--- config.mk ---
export PLATFORM = sky130hd
export DESIGN_NAME = subservient_dbg_loader_flat
export DESIGN_NICKNAME = d
export VERILOG_FILES = /design/src/rtl/subservient_dbg_loader_if.sv /design/src/rtl/subservient_dbg_loader.sv /design/src/flat_wrapper.sv
export SDC_FILE = /design/constraint.sdc
export NUM_CORES = 1
export LEC_CHECK = 0
export BUFFER_PORTS_ARGS = -buffer_cell sky130_fd_sc_hd__buf_4
export CORE_MARGIN = 2
export CORE_UTILIZATION = 50
export DETAILED_ROUTE_END_ITERATION = 8
export GPL_TIMING_DRIVEN = 0
export MAX_ROUTING_LAYER = met4
export PLACE_DENSITY_LB_ADDON = 0.08
export SYNTH_ARGS = -nofsm -noshare
export SYNTH_HDL_FRONTEND = slang
export SYNTH_SLANG_ARGS = --single-unit
--- constraint.sdc ---
create_clock -name wb_clk_i -period 2 [get_ports wb_clk_i]
set_input_delay 0.1 -clock wb_clk_i [delete_from_list [all_inputs] [get_ports wb_clk_i]]
set_output_delay 0.1 -clock wb_clk_i [all_outputs]
set_load 0.005 [all_outputs]
--- src/rtl/subservient_dbg_loader_if.sv ---
// ---------------------------------------------------------------------------
// subservient_dbg_loader_if
// Wishbone classic bus between the firmware loader (initiator) and the
// subservient debug port (responder). Signal names keep the initiator's
// point of view (_o driven by the loader, _i driven by the responder).
//
//   wbm_cyc_o  cycle            wbm_stb_o  strobe
//   wbm_we_o   write enable     wbm_sel_o  byte selects (always all lanes)
//   wbm_adr_o  byte address     wbm_dat_o  write data
//   wbm_dat_i  read data        wbm_ack_i  acknowledge
//
// Modports: master = loader side, slave = debug-port / responder side.
// ---------------------------------------------------------------------------
interface subservient_dbg_loader_if;
    logic        wbm_cyc_o;
    logic        wbm_stb_o;
    logic        wbm_we_o;
    logic [3:0]  wbm_sel_o;
    logic [31:0] wbm_adr_o;
    logic [31:0] wbm_dat_o;
    logic [31:0] wbm_dat_i;
    logic        wbm_ack_i;

    modport master (
        output wbm_cyc_o, wbm_stb_o, wbm_we_o, wbm_sel_o, wbm_adr_o, wbm_dat_o,
        input  wbm_dat_i, wbm_ack_i
    );

    modport slave (
        input  wbm_cyc_o, wbm_stb_o, wbm_we_o, wbm_sel_o, wbm_adr_o, wbm_dat_o,
        output wbm_dat_i, wbm_ack_i
    );
endinterface

--- src/rtl/subservient_dbg_loader.sv ---
// ---------------------------------------------------------------------------
// subservient_dbg_loader
// Loads a firmware image into the subservient core's SRAM through its debug
// port, then releases debug mode so the core boots.
//
// A byte stream (valid/ready) is packed little-endian into 32-bit words; each
// word is written with one single-beat Wishbone classic write, starting at
// BASE_ADR and stepping by 4. After NUM_WORDS words the core is released.
// A write (or read) that is not acknowledged within TIMEOUT cycles aborts
// the load and keeps the core in debug mode.
//
// Optional build macro LOADER_VERIFY_EN: after the last write the image is
// read back, and the XOR of the read words must equal the XOR of the written
// words before the core is released; otherwise the load ends in error.
//
// Ports:
//   wb_clk_i      clock
//   wb_rst_ni     synchronous reset, active low
//   start_i       one-cycle start pulse (ignored while busy)
//   s_byte_i      stream byte
//   s_valid_i     stream byte valid
//   s_ready_o     loader accepts a byte (decoded from the state)
//   wbm           Wishbone initiator bus (subservient_dbg_loader_if.master)
//   debug_mode_o  1 = core held in debug mode
//   busy_o        load in progress
//   done_o        image loaded and core released
//   error_o       load aborted
//
// Parameters:
//   NUM_WORDS  words per image
//   BASE_ADR   byte address of the first word (4-byte aligned)
//   TIMEOUT    cycles to wait for an acknowledge, 1..255
// ---------------------------------------------------------------------------
module subservient_dbg_loader #(
    parameter int unsigned NUM_WORDS = 128,
    parameter logic [31:0] BASE_ADR  = 32'h0000_0000,
    parameter int unsigned TIMEOUT   = 255
) (
    input  logic                            wb_clk_i,
    input  logic                            wb_rst_ni,
    input  logic                            start_i,
    input  logic [7:0]                      s_byte_i,
    input  logic                            s_valid_i,
    output logic                            s_ready_o,
    subservient_dbg_loader_if.master        wbm,
    output logic                            debug_mode_o,
    output logic                            busy_o,
    output logic                            done_o,
    output logic                            error_o
);

    localparam int unsigned CNT_W = (NUM_WORDS > 1) ? $clog2(NUM_WORDS) : 1;
    localparam logic [CNT_W-1:0] LAST_WORD = CNT_W'(NUM_WORDS - 1);
    localparam logic [7:0] TO_LAST = 8'(TIMEOUT - 1);

    typedef enum logic [2:0] {
        ST_IDLE    = 3'd0,
        ST_COLLECT = 3'd1,
        ST_WRITE   = 3'd2,
        ST_DONE    = 3'd3,
        ST_ERROR   = 3'd4
`ifdef LOADER_VERIFY_EN
        , ST_VERIFY = 3'd5
`endif
    } state_t;

    state_t           state_r;
    logic [1:0]       idx_r;
    logic [CNT_W-1:0] word_cnt_r;
    logic [7:0]       timeout_r;

`ifdef LOADER_VERIFY_EN
    logic [31:0]      wr_sum_r;
    logic [31:0]      rd_sum_r;
`else
    // Read data is only consumed by the read-back check.
    logic             unused_dat_s;
    assign unused_dat_s = ^wbm.wbm_dat_i;
`endif

    // Stream is accepted only while gathering the bytes of a word.
    assign s_ready_o = (state_r == ST_COLLECT);

    // Load sequencer: owns the state, counters and every registered output.
    always_ff @(posedge wb_clk_i) begin
        if (!wb_rst_ni) begin
            state_r       <= ST_IDLE;
            idx_r         <= 2'd0;
            word_cnt_r    <= {CNT_W{1'b0}};
            timeout_r     <= 8'd0;
            wbm.wbm_cyc_o <= 1'b0;
            wbm.wbm_stb_o <= 1'b0;
            wbm.wbm_we_o  <= 1'b0;
            wbm.wbm_sel_o <= 4'hF;
            wbm.wbm_adr_o <= BASE_ADR;
            wbm.wbm_dat_o <= 32'h0000_0000;
            debug_mode_o  <= 1'b1;
            busy_o        <= 1'b0;
            done_o        <= 1'b0;
            error_o       <= 1'b0;
`ifdef LOADER_VERIFY_EN
            wr_sum_r      <= 32'h0000_0000;
            rd_sum_r      <= 32'h0000_0000;
`endif
        end else begin
            wbm.wbm_sel_o <= 4'hF;
            case (state_r)
                // A start from idle, or after a finished/aborted load,
                // begins a fresh image at the base address.
                ST_IDLE, ST_DONE, ST_ERROR: begin
                    if (start_i) begin
                        state_r       <= ST_COLLECT;
                        idx_r         <= 2'd0;
                        word_cnt_r    <= {CNT_W{1'b0}};
                        timeout_r     <= 8'd0;
                        wbm.wbm_adr_o <= BASE_ADR;
                        debug_mode_o  <= 1'b1;
                        busy_o        <= 1'b1;
                        done_o        <= 1'b0;
                        error_o       <= 1'b0;
`ifdef LOADER_VERIFY_EN
                        wr_sum_r      <= 32'h0000_0000;
                        rd_sum_r      <= 32'h0000_0000;
`endif
                    end
                end

                // Bytes land directly in the write-data register, lane idx.
                ST_COLLECT: begin
                    if (s_valid_i) begin
                        wbm.wbm_dat_o[{idx_r, 3'b000} +: 8] <= s_byte_i;
                        idx_r <= idx_r + 2'd1;
                        if (idx_r == 2'd3) begin
                            state_r       <= ST_WRITE;
                            wbm.wbm_cyc_o <= 1'b1;
                            wbm.wbm_stb_o <= 1'b1;
                            wbm.wbm_we_o  <= 1'b1;
                            timeout_r     <= 8'd0;
                        end
                    end
                end

                ST_WRITE: begin
                    if (wbm.wbm_ack_i) begin
                        wbm.wbm_cyc_o <= 1'b0;
                        wbm.wbm_stb_o <= 1'b0;
`ifdef LOADER_VERIFY_EN
                        wr_sum_r <= wr_sum_r ^ wbm.wbm_dat_o;
`endif
                        if (word_cnt_r == LAST_WORD) begin
`ifdef LOADER_VERIFY_EN
                            // Read-back starts again from the first word.
                            state_r       <= ST_VERIFY;
                            word_cnt_r    <= {CNT_W{1'b0}};
                            wbm.wbm_adr_o <= BASE_ADR;
                            wbm.wbm_we_o  <= 1'b0;
`else
                            state_r       <= ST_DONE;
                            wbm.wbm_adr_o <= wbm.wbm_adr_o + 32'd4;
                            debug_mode_o  <= 1'b0;
                            busy_o        <= 1'b0;
                            done_o        <= 1'b1;
`endif
                        end else begin
                            state_r       <= ST_COLLECT;
                            word_cnt_r    <= word_cnt_r + CNT_W'(1);
                            wbm.wbm_adr_o <= wbm.wbm_adr_o + 32'd4;
                        end
                    end else if (timeout_r == TO_LAST) begin
                        // The strobe has been up for TIMEOUT cycles.
                        state_r       <= ST_ERROR;
                        wbm.wbm_cyc_o <= 1'b0;
                        wbm.wbm_stb_o <= 1'b0;
                        busy_o        <= 1'b0;
                        error_o       <= 1'b1;
                    end else begin
                        timeout_r <= timeout_r + 8'd1;
                    end
                end

`ifdef LOADER_VERIFY_EN
                // One single read per word, with a one-cycle gap between reads.
                ST_VERIFY: begin
                    if (!wbm.wbm_cyc_o) begin
                        wbm.wbm_cyc_o <= 1'b1;
                        wbm.wbm_stb_o <= 1'b1;
                        timeout_r     <= 8'd0;
                    end else if (wbm.wbm_ack_i) begin
                        wbm.wbm_cyc_o <= 1'b0;
                        wbm.wbm_stb_o <= 1'b0;
                        wbm.wbm_adr_o <= wbm.wbm_adr_o + 32'd4;
                        rd_sum_r      <= rd_sum_r ^ wbm.wbm_dat_i;
                        if (word_cnt_r == LAST_WORD) begin
                            busy_o <= 1'b0;
                            if ((rd_sum_r ^ wbm.wbm_dat_i) == wr_sum_r) begin
                                state_r      <= ST_DONE;
                                debug_mode_o <= 1'b0;
                                done_o       <= 1'b1;
                            end else begin
                                state_r <= ST_ERROR;
                                error_o <= 1'b1;
                            end
                        end else begin
                            word_cnt_r <= word_cnt_r + CNT_W'(1);
                        end
                    end else if (timeout_r == TO_LAST) begin
                        state_r       <= ST_ERROR;
                        wbm.wbm_cyc_o <= 1'b0;
                        wbm.wbm_stb_o <= 1'b0;
                        busy_o        <= 1'b0;
                        error_o       <= 1'b1;
                    end else begin
                        timeout_r <= timeout_r + 8'd1;
                    end
                end
`endif

                default: begin
                    state_r       <= ST_IDLE;
                    wbm.wbm_cyc_o <= 1'b0;
                    wbm.wbm_stb_o <= 1'b0;
                    busy_o        <= 1'b0;
                end
            endcase
        end
    end

endmodule
--- src/flat_wrapper.sv ---
// flat-port wrapper written by rule: the top's interface ports become plain ports
module subservient_dbg_loader_flat 
#(
    parameter int unsigned NUM_WORDS = 128,
    parameter logic [31:0] BASE_ADR  = 32'h0000_0000,
    parameter int unsigned TIMEOUT   = 255
)
  (wb_clk_i, wb_rst_ni, start_i, s_byte_i, s_valid_i, s_ready_o, debug_mode_o, busy_o, done_o, error_o, wbm_wbm_cyc_o, wbm_wbm_stb_o, wbm_wbm_we_o, wbm_wbm_sel_o, wbm_wbm_adr_o, wbm_wbm_dat_o, wbm_wbm_dat_i, wbm_wbm_ack_i);
  subservient_dbg_loader_if wbm_i ();
  input  logic wb_clk_i;
  input  logic wb_rst_ni;
  input  logic start_i;
  input  logic [7:0] s_byte_i;
  input  logic s_valid_i;
  output logic s_ready_o;
  output logic debug_mode_o;
  output logic busy_o;
  output logic done_o;
  output logic error_o;
  output wire logic [$bits(wbm_i.wbm_cyc_o)-1:0] wbm_wbm_cyc_o;
  output wire logic [$bits(wbm_i.wbm_stb_o)-1:0] wbm_wbm_stb_o;
  output wire logic [$bits(wbm_i.wbm_we_o)-1:0] wbm_wbm_we_o;
  output wire logic [$bits(wbm_i.wbm_sel_o)-1:0] wbm_wbm_sel_o;
  output wire logic [$bits(wbm_i.wbm_adr_o)-1:0] wbm_wbm_adr_o;
  output wire logic [$bits(wbm_i.wbm_dat_o)-1:0] wbm_wbm_dat_o;
  input wire logic [$bits(wbm_i.wbm_dat_i)-1:0] wbm_wbm_dat_i;
  input wire logic [$bits(wbm_i.wbm_ack_i)-1:0] wbm_wbm_ack_i;
  assign wbm_wbm_cyc_o = wbm_i.wbm_cyc_o;
  assign wbm_wbm_stb_o = wbm_i.wbm_stb_o;
  assign wbm_wbm_we_o = wbm_i.wbm_we_o;
  assign wbm_wbm_sel_o = wbm_i.wbm_sel_o;
  assign wbm_wbm_adr_o = wbm_i.wbm_adr_o;
  assign wbm_wbm_dat_o = wbm_i.wbm_dat_o;
  assign wbm_i.wbm_dat_i = wbm_wbm_dat_i;
  assign wbm_i.wbm_ack_i = wbm_wbm_ack_i;
  subservient_dbg_loader #(.NUM_WORDS(NUM_WORDS), .BASE_ADR(BASE_ADR), .TIMEOUT(TIMEOUT)) u_core (.wb_clk_i(wb_clk_i), .wb_rst_ni(wb_rst_ni), .start_i(start_i), .s_byte_i(s_byte_i), .s_valid_i(s_valid_i), .s_ready_o(s_ready_o), .wbm(wbm_i), .debug_mode_o(debug_mode_o), .busy_o(busy_o), .done_o(done_o), .error_o(error_o));
endmodule
==> summary by stage, run 1 <==
Detailed routing
Using the TritonRoute via totals, the vias-per-cell ratio works out to 5.543. Summing over every cut layer, the via total after detailed routing is 3963. In this run, the number of DRC markers left after iteration 0 of detailed routing was 146. For this run, design rule violations remaining after detail routing come to 0. Summed over all layers, the routed wires come to 10820 microns. The count of nets left with antenna violations once routing finished came out at 0. The first-pass iteration count of the detailed router is 5. After detailed routing, the average wire length per cell comes to 15.13 microns.

Floorplanning
Measured along the x axis, the die boundary spans 96.58 microns. From bottom edge to top edge, the die measures 96.58 microns. The area of the core is 0.008258 sq mm. The standard-cell row count is 33.

121 I/O pins were placed. The starting density of the core is 51.89%. The floorplan step defined a die boundary enclosing 0.009328 sq mm.

Run status
The run finished with clean final reports.

Synth
Summing the sequential cell areas from Yosys gives 41.11% of the chip area. The synthesized design contains 88 register bits. A synthesized cell averages 8.403 sq um. Summing the areas of all compound-gate instances in the mapped netlist gives 15.24% of the synthesized area. The cell area that synthesis handed to floorplanning was 0.004285 sq mm. The number of different library cells used by synthesis comes to 63.

The share of synthesized flip-flops with an asynchronous set or reset is 0%. The combinational family with the most area after synthesis is simple AND/OR/NAND/NOR gates. Yosys mapped a number of flops with a built-in enable equal to 0. In the synthesized netlist, the number of instances is 510. The fraction of synthesized area in multiplexers is 0.4964%. After Yosys synthesis, full adders, half adders and majority gates account for 2.920% of the synthesized area.

The xor and xnor area share after synthesis is 4.701%. For this run, the number of Yosys warnings is 0. For this run, the leading register cell type out of synthesis is sky130_fd_sc_hd__dfxtp_1.

After Yosys synthesis, and, or, nand and nor cells account for 30.25% of the synthesized area.

Run
Max-cap violations in this run came to 0.

Global routing
Entering global routing, the biggest net connects 16 pins. The total overflow left after global routing is 0. In the global route stage, overall resource usage came out at 24.20%. The initial antenna violation count was 0. The global-route wire length before repair is 17270 microns.

The number of global-route vias before repair is 3610.

Timing
After layout, the minimum clock period comes to 1913 ps. For the pin with the worst max-slew slack, the measured transition is 613.7 ps. Setup violations remaining at the end of the flow were counted as 0. The normalized max-slew margin is 58.98%. The final worst clock skew is 10.11 ps. The final-report hold violation count came to 0. After layout, the worst path uses 95.63% of the clock period. The achievable clock frequency is 522.8 MHz. Setup repair after global routing could not meet its margin everywhere. The number of slew-limit violations in the final report was 0.

Clock tree
Buffers added to address setup during post-CTS repair amount to 0. The deepest clock path buffer count is 2. The later-pin clock latency in the skew report is 360 ps. CTS built an H-tree with a depth of 3. After clock tree synthesis, the clock-pin slew on the worst setup and hold paths is 90 ps. TritonCTS created 9 clock buffers. The tree is rooted in a sky130_fd_sc_hd__clkbuf_8. The clock tree from TritonCTS is done. CTS saw 88 sinks.

Worst setup path
For the worst setup path, the data arrival time is 2210 ps. The critical path is of the reg2reg type. Along the worst path, the maximum fanout reaches 8. Counting cells, the worst reg-to-reg path comes to 5. The worst reg2reg path startpoint is u_core.idx_r[0]$_SDFFE_PN0P_. The worst setup path is launched from a flop. In this run the critical register-to-register path is captured at u_core.wbm.wbm_dat_o[17]$_SDFFE_PN0P_. The worst setup path is captured at a flop. The slack of the worst reg-to-reg path is 90 ps.

The data required time of the worst path is 2300 ps.

Finish
In the final layout, the share of cells above drive strength 1 is 24.10%. In the final design database the tool counted 660 nets. The final core area utilization is 64.52%.

The number of antenna diodes in the final layout is 0. The area added between synthesis and finish is 24.32%.

Worst hold path
The cell count of the worst hold path is 3. The hold path startpoint is s_byte_i[2]. The endpoint with the worst hold slack is u_core.wbm.wbm_dat_o[26]$_SDFFE_PN0P_.

The tightest min-delay check is of the in2reg type.

Pwr
The power share of the sequential group is 44.2%. The maximum VDD drop is 362.4 uV. The internal power component is 0.002933 W.

In this run switching power makes up 31.12% of total power. The reported net switching power is 0.001325 W. The power density over the cells is 799.3 mW/mm^2. The leakage power figure is 1.966 nW. The fraction of power consumed by the clock network is 32.1%. The proportion of power drawn by combinational gates is 23.7%. Power comes to 0.004258 W.

Placement
The count of buffers added on input and output ports is 80. The HPWL after detailed placement is 7748 microns. At the end of routability-driven placement, the weighted congestion stood at 0.8498.
-- routing by layer --
metal | vias up | global-route usage [%] | wire (microns)
met5 | - | - | 0
met4 | 0 | 7.864 | 172
met3 | 15 | 3.879 | 683
met2 | 125 | 38.19 | 5055
met1 | 1836 | 31.91 | 4904
li1 | 1987 | - | -
-- cell usage after synthesis, types with 5 or more instances --
library cell	count	area [sq um]
sky130_fd_sc_hd__nor3b_1	6	45.04
sky130_fd_sc_hd__xnor2_1	21	183.9
sky130_fd_sc_hd__dfxtp_1	88	1762
sky130_fd_sc_hd__nand3_1	54	270.3
sky130_fd_sc_hd__ha_1	10	125.1
sky130_fd_sc_hd__o21a_1	6	45.04
sky130_fd_sc_hd__buf_2	6	30.03
sky130_fd_sc_hd__a311oi_1	5	43.79
sky130_fd_sc_hd__nor4_2	7	87.58
sky130_fd_sc_hd__o21ai_0	13	65.06
sky130_fd_sc_hd__nand2_1	60	225.2
sky130_fd_sc_hd__nor4_1	9	56.30
sky130_fd_sc_hd__buf_4	10	75.07
sky130_fd_sc_hd__clkbuf_1	15	56.30
sky130_fd_sc_hd__nor3_1	9	45.04
sky130_fd_sc_hd__nor2_1	44	165.2
sky130_fd_sc_hd__and3_1	10	62.56
sky130_fd_sc_hd__inv_1	9	33.78
sky130_fd_sc_hd__a21oi_1	48	240.2
-- cell usage in the layout, fill, tap and decap left out, types with 4 or more instances in the layout --
cell / instances
sky130_fd_sc_hd__clkbuf_1: 13
sky130_fd_sc_hd__o21a_1: 6
sky130_fd_sc_hd__xnor2_1: 21
sky130_fd_sc_hd__and3_1: 10
sky130_fd_sc_hd__a311oi_1: 5
sky130_fd_sc_hd__clkbuf_8: 9
sky130_fd_sc_hd__a31oi_1: 4
sky130_fd_sc_hd__buf_4: 91
sky130_fd_sc_hd__ha_1: 9
sky130_fd_sc_hd__inv_1: 9
sky130_fd_sc_hd__buf_2: 5
sky130_fd_sc_hd__nor4_1: 8
sky130_fd_sc_hd__clkbuf_2: 4
sky130_fd_sc_hd__or3_1: 4
sky130_fd_sc_hd__nor3b_4: 4
sky130_fd_sc_hd__nand2b_1: 4
sky130_fd_sc_hd__o21ai_0: 13
sky130_fd_sc_hd__nor3_1: 7
sky130_fd_sc_hd__nor4_2: 8
sky130_fd_sc_hd__nand2_1: 60
sky130_fd_sc_hd__conb_1: 6
sky130_fd_sc_hd__nor2_1: 44
sky130_fd_sc_hd__a21oi_1: 48
sky130_fd_sc_hd__nand3_1: 54
sky130_fd_sc_hd__and4_1: 4
sky130_fd_sc_hd__dfxtp_1: 87
sky130_fd_sc_hd__and2_1: 4
-- worst max path at each step --
stage	from	end	slack [ps]	depth (start not counted)
6_report	u_core.idx_r[0]$_SDFFE_PN0P_	u_core.wbm.wbm_dat_o[17]$_SDFFE_PN0P_	90	5
3_5_place_dp	u_core.idx_r[0]$_SDFFE_PN0P_	u_core.wbm.wbm_dat_o[15]$_SDFFE_PN0P_	-240	5
2_1_floorplan	u_core.idx_r[0]$_SDFFE_PN0P_	u_core.wbm.wbm_dat_o[19]$_SDFFE_PN0P_	230	5
3_3_place_gp	u_core.idx_r[0]$_SDFFE_PN0P_	u_core.wbm.wbm_dat_o[12]$_SDFFE_PN0P_	-100	5
4_1_cts	u_core.idx_r[0]$_SDFFE_PN0P_	u_core.wbm.wbm_dat_o[31]$_SDFFE_PN0P_	-170	5
5_1_grt	u_core.state_r[0]$_SDFFE_PN0P_	u_core.wbm.wbm_dat_o[22]$_SDFFE_PN0P_	-70	8
-- layout make-up --
type | instances | area, sq um
well taps | 105 | 131.4
multi-input cells | 382 | 2390
fillers | 741 | 2930
inverters | 11 | 41.29
clock buffers | 10 | 127.6
plain buffers | 33 | 183.9
clock inverters | 6 | 90.09
flip-flops and latches | 88 | 1763
repair buffers | 80 | 600.6
-- power groups by stage --
stage / registers [W] / clock network [W] / logic, W
floorplan: 0.00191 / 0 / 0.000667
global placement: 0.00192 / 0 / 0.000938
detailed placement: 0.00192 / 0 / 0.000956
CTS: 0.00188 / 0.00139 / 0.000964
global route: 0.00189 / 0.00145 / 0.00111
finish: 0.00188 / 0.00137 / 0.00101
-- repair_timing --
item / 4_1_cts / 5_1_grt
setup endpoints to repair: 36 / 58
hold buffers: 0 / 0
gates resized for setup: 3 / 17
-- cell families after synthesis --
family	after synthesis
buffers and inverters	44
xor gates and xnor gates	23
other	2
AOI/OAI and AO/OA	102
muxes	2
and+or+nand+nor	239
DFF	88
adders and majority gates	10
-- state kept, by name, summed over array words and instances, names as in the netlist --
name	count
u_core.wbm.wbm_we_o	1
u_core.debug_mode_o	1
u_core.error_o	1
u_core.wbm.wbm_stb_o	1
u_core.wbm.wbm_dat_o	32
u_core.wbm.wbm_adr_o	30
u_core.timeout_r	8
u_core.done_o	1
u_core.busy_o	1
u_core.idx_r	2
u_core.word_cnt_r	7
u_core.state_r	3
-- through the flow --
stage / cell area, sq um / cells / setup WS [ps] / hold WS [ps] / TNS [ps]
floorplan: 4300 / 514 / 229.7 / 251.9 / 0
global placement: 5032 / 699 / -100.6 / 401.9 / -1223
detailed placement: 5032 / 699 / -237.7 / 404.1 / -3579
CTS: 5263 / 715 / -171.4 / 20.61 / -2214
global route: 5328 / 715 / -72.64 / 27.33 / -758.8
finish: 5328 / 715 / 87.35 / 24.93 / 0
-- worst max-delay path: stages (launching register included) --
cell,delay (ps)
sky130_fd_sc_hd__dfxtp_2,470
sky130_fd_sc_hd__inv_1,200
sky130_fd_sc_hd__ha_2,470
sky130_fd_sc_hd__nor3b_4,380
sky130_fd_sc_hd__nand3_1,170
sky130_fd_sc_hd__a21oi_1,160
(Power assumes the default switching activity.)
==> inputs of run 2 (changes only) <==
--- a/config.mk
+++ b/config.mk
@@ -7,7 +7,7 @@
 export LEC_CHECK = 0
 export BUFFER_PORTS_ARGS = -buffer_cell sky130_fd_sc_hd__buf_4
 export CORE_MARGIN = 2
-export CORE_UTILIZATION = 50
+export CORE_UTILIZATION = 47
 export DETAILED_ROUTE_END_ITERATION = 8
 export GPL_TIMING_DRIVEN = 0
 export MAX_ROUTING_LAYER = met4
==> constraint.sdc (replaced) <==
create_clock -name wb_clk_i -period 1.73 [get_ports wb_clk_i]
set_input_delay 0.0865 -clock wb_clk_i [delete_from_list [all_inputs] [get_ports wb_clk_i]]
set_output_delay 0.0865 -clock wb_clk_i [all_outputs]
set_load 0.005 [all_outputs]
==> summary by stage, run 2 (synthesis gave the netlist of run 1 again) <==
Worst setup path
The maximum fanout along the worst path is 10 (was 8). The number of cell instances on the worst register-to-register path is 7 (was 5). The data required time of the worst path was 2000 ps (was 2300 ps). The slack of the worst reg-to-reg path is 50 ps (was 90 ps). The category of the worst setup path launch point is a flop (unchanged). The category of the worst setup path capture point is a flop (unchanged). The beginning of the critical path is u_core.state_r[0]$_SDFFE_PN0P_ (was u_core.idx_r[0]$_SDFFE_PN0P_). The worst reg2reg path startpoint is u_core.state_r[0]$_SDFFE_PN0P_ (was u_core.idx_r[0]$_SDFFE_PN0P_). The category of the most critical setup path was reg2reg (unchanged). The arrival time at the worst endpoint was 1950 ps (was 2210 ps).

The worst setup path endpoint is u_core.wbm.wbm_adr_o[17]$_SDFFE_PN0P_ (was u_core.wbm.wbm_dat_o[17]$_SDFFE_PN0P_). The endpoint of the most critical register-to-register path is u_core.wbm.wbm_adr_o[17]$_SDFFE_PN0P_ (was u_core.wbm.wbm_dat_o[17]$_SDFFE_PN0P_).

Floorplanning
The full die area is 0.009897 sq mm (was 0.009328 sq mm). The area of the core came to 0.008763 sq mm (was 0.008258 sq mm). The height of the chip is 99.49 microns (was 96.58 microns). The I/O pin total is 121 (unchanged).

The standard-cell row count was 34 (was 33). The starting density of the core came to 48.90% (was 51.89%). The die outline width was 99.49 microns (was 96.58 microns).

Finish
The most flop-heavy register is u_core.wbm.wbm_dat_o (unchanged). Most frequent cells in the layout: sky130_fd_sc_hd__buf_4, sky130_fd_sc_hd__dfxtp_1, sky130_fd_sc_hd__nand2_1, sky130_fd_sc_hd__nand3_1, sky130_fd_sc_hd__a21oi_1 (unchanged). The number of nets in the final layout was 677 (was 660). The area added between synthesis and finish is 35.74% (was 24.32%). The final cell count without fillers was 735 (was 715). Leading registers by flop count: u_core.wbm.wbm_dat_o (32), u_core.wbm.wbm_adr_o (30), u_core.timeout_r (8) (unchanged). The antenna cell count came to 0 (unchanged).

The ratio of cells with drive above 1 in the final layout came to 33.97% (was 24.10%). The leading cell type in the layout, fill and taps excluded is sky130_fd_sc_hd__buf_4 (unchanged). The finished layout cell area came to 0.005817 sq mm (was 0.005328 sq mm).

The number of flip-flops in the largest register is 32 (unchanged).

Clock tree
The clock tree from TritonCTS is done (unchanged). The TritonCTS buffer count was 9 (unchanged). The deepest clock path buffer count is 2 (unchanged).

The hold buffer count at cts was 0 (unchanged). The number of clock sinks was 88 (unchanged). The later-pin clock latency in the skew report is 370 ps (was 360 ps).

The clock-pin slew reported for the worst setup and hold paths after clock tree synthesis is 90 ps (about the same). The buffer type at the clock tree root is sky130_fd_sc_hd__clkbuf_8 (unchanged). The maximum level of the CTS H-tree was 3 (unchanged).

Timing
The slew of the pin with the lowest slew margin was 601.1 ps (was 613.7 ps). The normalized max-slew margin is 59.93% (was 58.98%). The final clock period utilization by the worst path came to 97.28% (was 95.63%). The time the final worst path needs with I/O delays and setup is 1683 ps (was 1913 ps). The achievable clock frequency was 594.2 MHz (was 522.8 MHz). The final-report hold violation count was 0 (unchanged). Unrepaired setup endpoints after global routing: yes (unchanged). The slack of the critical path is 47.09 ps (was 87.35 ps). The final-report setup violation count is 0 (unchanged).

The final worst clock skew is 10.77 ps (was 10.11 ps). The number of slew-limit violations in the final report came to 0 (unchanged).

Detailed routing
The via density per instance came to 5.690 (was 5.543). The first-pass iteration count of the detailed router was 5 (unchanged). The post-route DRC violation count is 0 (unchanged). The post-route antenna net violation count is 0 (unchanged).

The number of design-rule violations left by the first detailed-router iteration was 216 (was 146). The detailed-route wire length per cell is 15.93 microns (was 15.13 microns). The total wire length after detailed routing is 11710 microns (was 10820 microns). The via total after detailed routing is 4182 (was 3963).

Worst hold path
The hold path startpoint is s_byte_i[0] (was s_byte_i[2]). The worst min-delay path category is in2reg (unchanged).

Placement
The detailed placement HPWL came to 7879 microns (was 7748 microns). The placer congestion estimate is 0.8500 (was 0.8498). The count of buffers inserted at the top-level ports is 80 (unchanged). The instance area after placement is 0.005036 sq mm (was 0.005032 sq mm).

The number of instances in the placed design is 702 (was 699). The post-placement worst setup slack is -433.9 ps (was -237.7 ps).

Global routing
The number of global-route vias before repair is 3722 (was 3610). The global-route wire length before repair came to 18300 microns (was 17270 microns). The initial antenna violation count was 0 (unchanged). The pin count of the biggest net entering global routing is 16 (unchanged). The total overflow reported by the global router came to 0 (unchanged).

The global-route usage over all layers is 23.58% (was 24.20%).

Pwr
The power density over the cells is 927.0 mW/mm^2 (was 799.3 mW/mm^2). The power share of the sequential group is 40.8% (was 44.2%). The switching fraction of total power is 30.76% (was 31.12%). The internal power component is 0.003733 W (was 0.002933 W).

The fraction of power consumed by the clock network is 32.5% (was 32.1%). The reported net switching power is 0.001659 W (was 0.001325 W). The leakage power figure came to 2.227 nW (was 1.966 nW). The proportion of power drawn by combinational gates is 26.8% (was 23.7%).

The maximum VDD drop was 484.9 uV (was 362.4 uV).

Run
The number of maximum-capacitance constraint violations is 0 (unchanged).

Run status
Run status: finished clean (unchanged).
-- run 2: per-stage QoR --
| stage | power [W] | hold WS [ps] | utilization (%) | TNS (ps) |
|---|---|---|---|---|
| floorplan | 0.002977 | 238.4 | - | -995.1 |
| global placement | 0.003304 | 389.9 | 57.47 | -15130 |
| detailed placement | 0.003318 | 393.0 | 57.47 | -16980 |
| CTS | 0.005206 | 0.9875 | 62.79 | -10.86 |
| global route | 0.005633 | 0.1902 | 66.38 | -212.7 |
| finish | 0.005392 | 2.066 | 66.38 | 0 |
-- run 2: metal layers --
| layer | vias to the layer above | track usage (%) | part of all wire, % |
|---|---|---|---|
| met3 | 20 | 4.427 | 7.1 |
| li1 | 2026 | - | - |
| met5 | - | - | 0 |
| met4 | 0 | 8.325 | 1.4 |
| met2 | 149 | 35.55 | 46 |
| met1 | 1987 | 31.80 | 45 |
-- run 2: how the worst min path moves through the flow --
stage	cells after the start	slack, ps	to
after floorplan	2	240	u_core.wbm.wbm_dat_o[0]$_SDFFE_PN0P_
after global placement	3	390	u_core.wbm.wbm_dat_o[16]$_SDFFE_PN0P_
after detailed placement	3	390	u_core.wbm.wbm_dat_o[1]$_SDFFE_PN0P_
after CTS	3	1	u_core.wbm.wbm_dat_o[9]$_SDFFE_PN0P_
after global routing	3	0.2	u_core.wbm.wbm_dat_o[1]$_SDFFE_PN0P_
final	3	2	u_core.wbm.wbm_dat_o[8]$_SDFFE_PN0P_
-- run 2: power by group through the flow --
| stage | Clock, W | Combinational [W] | Sequential (W) |
|---|---|---|---|
| after detailed placement | 0 | 0.00110 | 0.00222 |
| after global placement | 0 | 0.00109 | 0.00222 |
| after floorplan | 0 | 0.000771 | 0.00221 |
| final | 0.00175 | 0.00144 | 0.00220 |
| after CTS | 0.00177 | 0.00125 | 0.00219 |
| after global routing | 0.00186 | 0.00157 | 0.00221 |
-- run 2: area by class of cell --
type | count | area (sq um)
fillers | 746 | 2947
flip-flops and latches | 88 | 1784
well taps | 108 | 135.1
inverters | 11 | 47.55
repair buffers | 102 | 769.5
multi-input cells | 382 | 2628
clock inverters | 6 | 115.1
clock buffers | 10 | 127.6
plain buffers | 28 | 210.2
-- run 2: worst max-delay path, cell delays in order (launching register included) --
cell	delay (ps)
sky130_fd_sc_hd__dfxtp_4	380
sky130_fd_sc_hd__buf_6	160
sky130_fd_sc_hd__nor2_8	160
sky130_fd_sc_hd__a32oi_4	170
sky130_fd_sc_hd__buf_8	200
sky130_fd_sc_hd__nor4_2	310
sky130_fd_sc_hd__xnor2_1	150
sky130_fd_sc_hd__nor2_1	50
-- run 2: timing repair --
item	CTS	global route
gates resized for setup	44	62
setup endpoints to repair	74	71
setup buffers	6	15
pin swaps	5	14
cloned	0	1
==> inputs of run 3 (changes only) <==
--- a/config.mk
+++ b/config.mk
@@ -5,10 +5,10 @@
 export SDC_FILE = /design/constraint.sdc
 export NUM_CORES = 1
 export LEC_CHECK = 0
-export BUFFER_PORTS_ARGS = -buffer_cell sky130_fd_sc_hd__buf_4
 export CORE_MARGIN = 2
-export CORE_UTILIZATION = 47
+export CORE_UTILIZATION = 50
 export DETAILED_ROUTE_END_ITERATION = 8
+export DONT_BUFFER_PORTS = 1
 export GPL_TIMING_DRIVEN = 0
 export MAX_ROUTING_LAYER = met4
 export PLACE_DENSITY_LB_ADDON = 0.08
==> summary by stage, run 3 (synthesis gave the netlist of run 1 again) <==
Run status
Run status: finished clean (unchanged).

Worst setup path
The category of the worst setup path capture point is a flop (unchanged). Cells traversed along the worst timing path: ha_2, and3b_1, a32oi_4, buf_6, buf_4, xor2_1, nor2_1 (was buf_6, nor2_8, a32oi_4, buf_8, nor4_2, xnor2_1, nor2_1). The data required time of the worst path is 1970 ps (was 2000 ps). The standard cell with the maximum stage delay on the critical path is sky130_fd_sc_hd__dfxtp_4 (unchanged).

The top cell family by delay on the critical path is flip-flops (was simple AND/OR/NAND/NOR gates). The maximum fanout along the worst path came to 6 (was 10). The largest stage delay on the critical path is 380 ps (about the same). The number of buffers and inverters on the critical path is 2 (unchanged). The category of the worst setup path launch point is a flop (unchanged).

The category of the most critical setup path is reg2reg (unchanged). The arrival time at the worst endpoint is 1950 ps (about the same).

Finish
The final cell count without fillers came to 655 (was 735). The number of nets in the final layout is 600 (was 677). The antenna cell count came to 0 (unchanged). The finished layout cell area came to 0.005289 sq mm (was 0.005817 sq mm). The ratio of cells with drive above 1 in the final layout is 24.36% (was 33.97%).

The number of flip-flops in the largest register came to 32 (unchanged). The final-layout fill cell count is 695 (was 746). The area added between synthesis and finish is 23.42% (was 35.74%). Most frequent cells in the layout: sky130_fd_sc_hd__dfxtp_1, sky130_fd_sc_hd__nand2_1, sky130_fd_sc_hd__nand3_1, sky130_fd_sc_hd__a21oi_1, sky130_fd_sc_hd__nor2_1 (was sky130_fd_sc_hd__buf_4, sky130_fd_sc_hd__dfxtp_1, sky130_fd_sc_hd__nand2_1, sky130_fd_sc_hd__nand3_1, sky130_fd_sc_hd__a21oi_1). Leading registers by flop count: u_core.wbm.wbm_dat_o (32), u_core.wbm.wbm_adr_o (30), u_core.timeout_r (8) (unchanged). The final core area utilization came to 64.05% (was 66.38%). The most flop-heavy register is u_core.wbm.wbm_dat_o (unchanged).

The leading cell type in the layout, fill and taps excluded was sky130_fd_sc_hd__dfxtp_1 (was sky130_fd_sc_hd__buf_4).

Clock tree
The TritonCTS buffer count is 9 (unchanged). The later-pin clock latency in the skew report was 350 ps (was 370 ps). The buffer type at the clock tree root was sky130_fd_sc_hd__clkbuf_8 (unchanged). The number of clock sinks came to 88 (unchanged).

The maximum level of the CTS H-tree came to 3 (unchanged). The deepest clock path buffer count came to 2 (unchanged). The clock tree from TritonCTS is done (unchanged). The clock-pin slew reported for the worst setup and hold paths after clock tree synthesis was 100 ps (was 90 ps).

Detailed routing
The first-pass iteration count of the detailed router is 4 (was 5). The total wire length after detailed routing is 11450 microns (was 11710 microns). The via density per instance is 5.893 (was 5.690). The post-route antenna net violation count is 0 (unchanged). The via total after detailed routing was 3860 (was 4182). The detailed-route wire length per cell is 17.48 microns (was 15.93 microns). The number of design-rule violations left by the first detailed-router iteration is 135 (was 216). The post-route DRC violation count is 0 (unchanged).

Floorplanning
The height of the chip is 96.58 microns (was 99.49 microns). The area of the core came to 0.008258 sq mm (was 0.008763 sq mm). The full die area is 0.009328 sq mm (was 0.009897 sq mm). The standard-cell row count is 33 (was 34). The starting density of the core was 51.89% (was 48.90%). The die outline width is 96.58 microns (was 99.49 microns).

The I/O pin total was 121 (unchanged).

Run
The number of maximum-capacitance constraint violations is 0 (unchanged).

Global routing
The total overflow reported by the global router was 0 (unchanged). The global-route wire length before repair is 17460 microns (was 18300 microns). The global-route usage over all layers is 24.50% (was 23.58%). The pin count of the biggest net entering global routing came to 17 (was 16).

The initial antenna violation count is 0 (unchanged). The number of global-route vias before repair is 3563 (was 3722).

Pwr
The maximum VDD drop was 521.4 uV (was 484.9 uV). The leakage power figure is 1.894 nW (was 2.227 nW). The power density over the cells is 945.9 mW/mm^2 (was 927.0 mW/mm^2).

The total chip power came to 0.005002 W (was 0.005392 W).

Placement
The instance area after placement is 0.004432 sq mm (was 0.005036 sq mm). The count of buffers inserted at the top-level ports is 0 (was 80). The number of instances in the placed design is 619 (was 702). The placer congestion estimate is 0.8437 (was 0.8500). The detailed placement HPWL is 7666 microns (was 7879 microns).

Timing
The final-report setup violation count is 0 (unchanged). The slew of the pin with the lowest slew margin is 631.8 ps (was 601.1 ps). The normalized max-slew margin was 57.88% (was 59.93%). The final-report hold violation count is 0 (unchanged). The final worst clock skew is 10.98 ps (was 10.77 ps). The final clock period utilization by the worst path is 99.17% (was 97.28%).

Unrepaired setup endpoints after global routing: yes (unchanged). The final total negative setup slack is 0 ps (unchanged). The achievable clock frequency is 582.9 MHz (was 594.2 MHz). The time the final worst path needs with I/O delays and setup came to 1716 ps (was 1683 ps). The number of slew-limit violations in the final report is 0 (unchanged).

Worst hold path
The worst min-delay path category is in2reg (unchanged).
[run 3: cell types whose count changed in the layout (fill, tap and decap cells not counted), sizes merged]
cell / previous run / this run
clkinv: 1 / 5
clkbuf: 21 / 20
dlygate4sd3: 0 / 9
buf: 119 / 33
bufinv: 3 / 1
clkinvlp: 2 / 1
[run 3: through the flow]
stage	setup WS, ps	hold slack [ps]
after floorplan	-40.28	238.4
after global placement	-392.7	240.0
after detailed placement	-441.6	244.6
after CTS	-25.01	48.94
after global routing	-96.02	69.26
final	14.43	57.12
[run 3: worst paths after layout]
| check | startpoint | cells after the start | slack, ps | to |
|---|---|---|---|---|
| setup reg to reg | u_core.wbm.wbm_adr_o[2]$_SDFFE_PN0P_ | 7 | 10 | u_core.wbm.wbm_adr_o[4]$_SDFFE_PN0P_ |
| hold / removal | s_valid_i | 3 | 60 | u_core.idx_r[0]$_SDFFE_PN0P_ |
| setup / recovery | u_core.wbm.wbm_adr_o[2]$_SDFFE_PN0P_ | 7 | 10 | u_core.wbm.wbm_adr_o[4]$_SDFFE_PN0P_ |
| hold reg to reg | u_core.timeout_r[0]$_SDFFE_PN0P_ | 1 | 460 | u_core.timeout_r[0]$_SDFFE_PN0P_ |
[run 3: cell type report]
type	count	area, sq um	area share, %
Buffer	28	219.0	4.140
Multi-Input combinational cell	382	2654	50.18
Inverter	11	45.04	0.8517
Timing Repair Buffer	25	244.0	4.613
Sequential cell	88	1793	33.90
Clock buffer	9	123.9	2.342
Tap cell	105	131.4	2.484
Clock inverter	7	78.83	1.490
[run 3: where the power goes]
part	internal [W]	switching (W)	total, W	leakage [nW]
clock network	0.000684	0.000793	0.00148	0.104
registers	0.00211	0.0000948	0.00221	0.720
logic	0.000561	0.000756	0.00132	1.07
[run 3: worst min-delay path, delay by kind of cell]
kind	cells	cell delay, ps
AND/OR/NAND/NOR	2	240
AO/OA/AOI/OAI	1	50
[run 3: what timing repair did]
| action | 4_1_cts | 5_1_grt |
|---|---|---|
| endpoints found under the hold margin | 35 | 0 |
| pin swaps | 3 | 20 |
| cloned | 0 | 2 |
| setup endpoints to repair | 77 | 78 |
| setup buffers | 7 | 7 |
| resized for setup | 42 | 76 |
| hold buffers | 9 | 0 |
[run 3: routing by layer]
layer	GRT usage, %	vias up	wire (microns)
met2	39.64	152	5555
li1	-	1876	-
met3	6.362	13	935
met1	30.51	1819	4822
met4	6.573	0	135
met5	-	-	0
